File: src/rtl/bsg_decoder_if.sv
// Decoder link bundle: Manchester chip input side plus the held-frame output
// handshake and the error pulses. The decoder uses 'master', the environment 'slave'.
interface bsg_decoder_if #(
  parameter int DATA_WIDTH = 8
);
  logic                  rx_chip_valid;
  logic                  rx_chip;
  logic                  out_ready;
  logic                  out_valid;
  logic [DATA_WIDTH-1:0] addr_out;
  logic [DATA_WIDTH-1:0] data_out;
  logic                  code_err;
  logic                  overflow;
  logic                  parity_err;

  modport master (
    input  rx_chip_valid, rx_chip, out_ready,
    output out_valid, addr_out, data_out, code_err, overflow, parity_err
  );

  modport slave (
    output rx_chip_valid, rx_chip, out_ready,
    input  out_valid, addr_out, data_out, code_err, overflow, parity_err
  );
endinterface

File: src/rtl/bsg_decoder.sv
// Manchester frame decoder: hunts for SFD 0xD5, then collects address and data fields.
// Optional even-parity bit after the data field is compiled in with `define BSG_DEC_PARITY_EN.
module bsg_decoder #(
  parameter int DATA_WIDTH = 8
) (
  input logic         SYS_CLK,
  input logic         rst,
  bsg_decoder_if.master bus
);

  localparam int CNT_W = (DATA_WIDTH > 2) ? $clog2(DATA_WIDTH) : 1;
  localparam logic [CNT_W-1:0] LAST_BIT = CNT_W'(DATA_WIDTH - 1);
  localparam logic [7:0] SFD = 8'hD5;

  localparam logic [1:0] HUNT = 2'd0;
  localparam logic [1:0] ADDR = 2'd1;
  localparam logic [1:0] DATA = 2'd2;
`ifdef BSG_DEC_PARITY_EN
  localparam logic [1:0] PARITY = 2'd3;
`endif

  logic [1:0]            state;
  logic                  phase;
  logic                  first_chip;
  // Only the 7 most recent bits need storing; the 8th comes from the incoming pair.
  logic [6:0]            sfd_reg;
  logic [CNT_W-1:0]      bit_cnt;
  logic [DATA_WIDTH-1:0] addr_sh;
`ifdef BSG_DEC_PARITY_EN
  logic [DATA_WIDTH-1:0] data_sh;
`else
  logic [DATA_WIDTH-2:0] data_sh;
`endif
  logic                  out_valid_r;
  logic [DATA_WIDTH-1:0] addr_r;
  logic [DATA_WIDTH-1:0] data_r;
  logic                  code_err_r;
  logic                  overflow_r;

  logic                  violation;
  logic                  good_bit;
  logic                  field_last;
  logic                  can_load;
  logic                  frame_done;
  logic [7:0]            sfd_next;
  logic [DATA_WIDTH-1:0] addr_next;
  logic [DATA_WIDTH-1:0] data_next;
  logic [DATA_WIDTH-1:0] frame_data;

  always_comb begin
    violation  = bus.rx_chip_valid & phase & (first_chip == bus.rx_chip);
    good_bit   = bus.rx_chip_valid & phase & (first_chip != bus.rx_chip);
    field_last = (bit_cnt == LAST_BIT);
    can_load   = ~out_valid_r | bus.out_ready;
    sfd_next   = {sfd_reg, bus.rx_chip};
    addr_next  = {addr_sh[DATA_WIDTH-2:0], bus.rx_chip};
`ifdef BSG_DEC_PARITY_EN
    data_next  = {data_sh[DATA_WIDTH-2:0], bus.rx_chip};
    frame_data = data_sh;
    frame_done = good_bit & (state == PARITY) & ~(^{addr_sh, data_sh, bus.rx_chip});
`else
    data_next  = {data_sh, bus.rx_chip};
    frame_data = data_next;
    frame_done = good_bit & (state == DATA) & field_last;
`endif
  end

  // Output holding register: a new frame may replace the held one only when it is being consumed.
  always_ff @(posedge SYS_CLK) begin
    if (rst) begin
      out_valid_r <= 1'b0;
      addr_r      <= '0;
      data_r      <= '0;
      overflow_r  <= 1'b0;
    end else begin
      overflow_r <= frame_done & ~can_load;
      if (frame_done && can_load) begin
        out_valid_r <= 1'b1;
        addr_r      <= addr_sh;
        data_r      <= frame_data;
      end else if (out_valid_r && bus.out_ready) begin
        out_valid_r <= 1'b0;
      end
    end
  end

`ifdef BSG_DEC_PARITY_EN
  logic parity_err_r;

  always_ff @(posedge SYS_CLK) begin
    if (rst) begin
      parity_err_r <= 1'b0;
    end else begin
      parity_err_r <= good_bit & (state == PARITY) & (^{addr_sh, data_sh, bus.rx_chip});
    end
  end

  assign bus.parity_err = parity_err_r;
`else
  assign bus.parity_err = 1'b0;
`endif

  always_ff @(posedge SYS_CLK) begin
    if (rst) begin
      state      <= HUNT;
      phase      <= 1'b0;
      first_chip <= 1'b0;
      sfd_reg    <= '0;
      bit_cnt    <= '0;
      addr_sh    <= '0;
      data_sh    <= '0;
      code_err_r <= 1'b0;
    end else begin
      code_err_r <= 1'b0;
      if (bus.rx_chip_valid) begin
        if (!phase) begin
          first_chip <= bus.rx_chip;
          phase      <= 1'b1;
        end else if (violation) begin
          // While hunting, slip one chip so the pairing can realign.
          if (state == HUNT) begin
            first_chip <= bus.rx_chip;
          end else begin
            code_err_r <= 1'b1;
            state      <= HUNT;
            phase      <= 1'b0;
            bit_cnt    <= '0;
            sfd_reg    <= '0;
          end
        end else begin
          phase <= 1'b0;
          case (state)
            HUNT: begin
              if (sfd_next == SFD) begin
                state   <= ADDR;
                sfd_reg <= '0;
                bit_cnt <= '0;
              end else begin
                sfd_reg <= sfd_next[6:0];
              end
            end
            ADDR: begin
              addr_sh <= addr_next;
              if (field_last) begin
                state   <= DATA;
                bit_cnt <= '0;
              end else begin
                bit_cnt <= bit_cnt + CNT_W'(1);
              end
            end
            DATA: begin
`ifdef BSG_DEC_PARITY_EN
              data_sh <= data_next;
`else
              data_sh <= data_next[DATA_WIDTH-2:0];
`endif
              if (field_last) begin
                bit_cnt <= '0;
`ifdef BSG_DEC_PARITY_EN
                state   <= PARITY;
`else
                state   <= HUNT;
`endif
              end else begin
                bit_cnt <= bit_cnt + CNT_W'(1);
              end
            end
            default: begin
              state <= HUNT;
            end
          endcase
        end
      end
    end
  end

  assign bus.out_valid = out_valid_r;
  assign bus.addr_out  = addr_r;
  assign bus.data_out  = data_r;
  assign bus.code_err  = code_err_r;
  assign bus.overflow  = overflow_r;

endmodule

File: src/flat_wrapper.sv
// flat-port wrapper written by rule: the top's interface ports become plain ports
module bsg_decoder_flat 
#(
  parameter int DATA_WIDTH = 8
)
  (SYS_CLK, rst, bus_rx_chip_valid, bus_rx_chip, bus_out_ready, bus_out_valid, bus_addr_out, bus_data_out, bus_code_err, bus_overflow, bus_parity_err);
  bsg_decoder_if #(.DATA_WIDTH(DATA_WIDTH)) bus_i ();
  input logic SYS_CLK;
  input logic rst;
  input wire logic [$bits(bus_i.rx_chip_valid)-1:0] bus_rx_chip_valid;
  input wire logic [$bits(bus_i.rx_chip)-1:0] bus_rx_chip;
  input wire logic [$bits(bus_i.out_ready)-1:0] bus_out_ready;
  output wire logic [$bits(bus_i.out_valid)-1:0] bus_out_valid;
  output wire logic [$bits(bus_i.addr_out)-1:0] bus_addr_out;
  output wire logic [$bits(bus_i.data_out)-1:0] bus_data_out;
  output wire logic [$bits(bus_i.code_err)-1:0] bus_code_err;
  output wire logic [$bits(bus_i.overflow)-1:0] bus_overflow;
  output wire logic [$bits(bus_i.parity_err)-1:0] bus_parity_err;
  assign bus_i.rx_chip_valid = bus_rx_chip_valid;
  assign bus_i.rx_chip = bus_rx_chip;
  assign bus_i.out_ready = bus_out_ready;
  assign bus_out_valid = bus_i.out_valid;
  assign bus_addr_out = bus_i.addr_out;
  assign bus_data_out = bus_i.data_out;
  assign bus_code_err = bus_i.code_err;
  assign bus_overflow = bus_i.overflow;
  assign bus_parity_err = bus_i.parity_err;
  bsg_decoder #(.DATA_WIDTH(DATA_WIDTH)) u_core (.SYS_CLK(SYS_CLK), .rst(rst), .bus(bus_i));
endmodule
File: config.mk
export PLATFORM = sky130hd
export DESIGN_NAME = bsg_decoder_flat
export DESIGN_NICKNAME = d
export VERILOG_FILES = /design/src/rtl/bsg_decoder_if.sv /design/src/rtl/bsg_decoder.sv /design/src/flat_wrapper.sv
export SDC_FILE = /design/constraint.sdc
export NUM_CORES = 1
export LEC_CHECK = 0
export CAP_MARGIN = 40
export CORE_ASPECT_RATIO = 1.2
export CORE_UTILIZATION = 40
export DETAILED_ROUTE_END_ITERATION = 8
export PLACE_DENSITY = 0.6
export SLEW_MARGIN = 20
export SYNTH_ARGS = -nofsm -noshare
export SYNTH_HDL_FRONTEND = slang
export SYNTH_SLANG_ARGS = --single-unit
File: constraint.sdc
create_clock -name SYS_CLK -period 4.7 [get_ports SYS_CLK]
set_input_delay 0.94 -clock SYS_CLK [delete_from_list [all_inputs] [get_ports SYS_CLK]]
set_output_delay 0.94 -clock SYS_CLK [all_outputs]
set_load 0.05 [all_outputs]
==> results.md <==
- Number of global-route vias before repair: 1399
- CTS tree: yes
- DRT Pass-1 Iters: 4
- Hold-fix buffers, CTS: 0
- Layout cells sized above 1: 5.96%
- Cell total after placement: 289
- # port buffers: 23
- CTS root buffer: clkbuf_8
- Slew margin rel.: 61.9%
- CP startpoint kind: input port
- Post-synth top area share: 45.1%
- Peak Freq: 347 MHz
- Post-synth top area cell: dfxtp_1
- DP Area: 2390 sq um
- TritonCTS Buffers: 5
- Metal3 WL: 108 um
- Via Count: 1467
- M1 WL: 1730 um
- HPWL after DPL: 2380 um
- Max-Cap Viols: 0
- Final period util: 61.3%
- Initial Util: 42.3%
- Final Wtd Congestion: 0.707
- Final Setup Violations: 0
- Mean routed wirelength per cell: 11.7 um
- Layout Skew: 0.00307 ns
- Number of enable flip-flop cells after synthesis: 0
- Finished Layout Cells: 295
- Unrepaired setup endpoints after global routing: false
- CP Capture Type: register
- Chip width: 68.6 um
- Top cells by area, synth: dfxtp_1 45%, mux2i_1 16%, nand2b_1 11%, ha_1 4.7%, nor2_1 4.4%
- Seq cells post-synth: 48
- Static Leak: 0.960 nW
- Sequential area share after synthesis: 45.1%
- Arrival @ worst endpoint: 3.11 ns
- Pwr/cell area: 288 nW/um^2
- Syn Area/Cell: 9.87 sq um
- Min Tclk post-route: 2.88 ns
- Yosys cell types: 35
- H-Tree Depth: 2
- Ys Warns: 0
- CTS Sinks: 48
- Initial DRC count: 75
- Via density: 4.97
- # Post-CTS Setup Buffers: 0
- Post-layout instance area: 2490 sq um
- Mapped Cells: 216
- Final net count: 249
- Rows: 28
- DR WL met2: 1580 um
- Initial antenna violation count: 0
- Die area: 5630 sq um
- Post-cts sizing count: 0
- Post-Syn Nets: 229
- ANT nets after route: 0
- Top fanout value on the critical path: 8
- Clk pin slew, worst setup/hold paths: 0.08 ns
- Required time worst endpoint: 4.93 ns
- HP Class: register to register
- P&R area growth vs syn: 16.9%
- Max layer used: met4
- Fin. max-slew vios: 0
- Clk Latency, worst-skew pair: 0.29 ns
- Grt ovf: 0
- Die H: 82.0 um
- Setup_tns: 0 ns
- N_diodes: 0
- I/O Pins: 25
- Tot GR Track Use: 14.5%
- Remaining DRCs: 0
- Status: completed
- Worst Slack Setup Final: 1.82 ns
- Tightest Pin Transition: 0.571 ns
- Post-synth design cell area: 2130 sq um
- Clock buffer depth: 2
- Worst vdd ir: 114 uV
- First-pass GRT wire length: 6160 um
- CP Class: input port to register
- Multi-input combinational cell area: 1100 sq um
- Ys flop type: dfxtp_1
- Filler Cells Inserted: 482
- Core Box Area: 5040 sq um
- Sequential Area: 961 sq um
- Async set or reset register ratio after synthesis: 0%
- Setup WS pre-CTS: 1.52 ns
- Largest net degree at the start of global routing: 52
- Final count of hold timing violations: 0
- WL final: 3470 um
-- logic make-up after synthesis --
group,after synthesis,share of synthesized area (%)
and+or+nand+nor,91,23.7
buffers and inverters,14,3.58
DFF,48,45.1
AOI/OAI and AO/OA,17,5.16
other,1,0.176
adders and majority gates,8,4.70
muxes,35,16.4
xor gates and xnor gates,2,1.17
-- Yosys cell counts, types with 2 or more instances --
cell / instances
buf_6: 2
nand2b_1: 37
buf_4: 2
or4b_1: 2
mux2i_1: 35
ha_1: 8
nor2_1: 25
o21ai_0: 3
a22oi_1: 3
clkbuf_1: 6
dfxtp_1: 48
a21oi_1: 8
inv_1: 2
nand2_1: 6
nor3_1: 4
nand3_1: 6
-- metal layers --
layer,vias to the layer above,track usage [%]
met5,-,0
met4,0,6.25
met3,5,4.17
met2,20,23.0
met1,671,18.1
li1,771,-
-- per-stage QoR --
step           utilization, %  total power, mW  hold WS (ns)
6_report                 49.4            0.719         0.470
5_1_grt                  49.4            0.755         0.487
4_1_cts                  49.4            0.732         0.467
3_5_place_dp             47.4            0.453         0.453
3_3_place_gp             47.0            0.451         0.446
2_1_floorplan               -            0.445         0.428
-- cell usage in the layout, fill, tap and decap left out, types with 2 or more instances in the layout --
| cell type | netlist | layout |
|---|---|---|
| nand2_1 | 6 | 6 |
| nand2b_1 | 37 | 37 |
| dfxtp_1 | 48 | 48 |
| or4b_1 | 2 | 2 |
| clkbuf_8 | 0 | 5 |
| o21ai_0 | 3 | 3 |
| ha_1 | 8 | 8 |
| a22oi_1 | 3 | 3 |
| nor2_1 | 25 | 25 |
| mux2i_1 | 35 | 35 |
| inv_1 | 2 | 2 |
| a21oi_1 | 8 | 8 |
| nor3_1 | 4 | 4 |
| clkdlybuf4s50_1 | 0 | 22 |
| nand3_1 | 6 | 6 |
-- critical path, cell delays in order --
cell and delay, ns:
clkdlybuf4s50_1 0.68, xor2_2 0.34, nor2_1 0.16, ha_1 0.32
nand3_1 0.23, nor2_1 0.25, a22oi_1 0.09, nor2_1 0.10
-- report_power, final --
part	switching [mW]	total (mW)	internal [mW]
registers	0.00205	0.410	0.408
clock network	0.123	0.276	0.153
logic	0.0195	0.0326	0.0132
-- final cells by class --
class                   count  share of cell area (%)
clock buffers               5                    2.76
clock inverters             1                    1.20
inverters                   2                   0.301
multi-input cells         154                    44.0
flip-flops and latches     48                    38.6
well taps                  60                    3.01
repair buffers             25                    10.1
-- path summary, 6_finish.rpt --
kind / start / to / slack (ns) / cells past startpoint
max reg2reg: u_core.first_chip / u_core.sfd_reg[5] / 2.75 / 7
max: bus_rx_chip / u_core.sfd_reg[5] / 1.82 / 8
min reg2reg: u_core.sfd_reg[6] / u_core.sfd_reg[6] / 0.47 / 2
min: u_core.sfd_reg[6] / u_core.sfd_reg[6] / 0.47 / 2
Note: power is estimated with default switching activity, not from simulation.
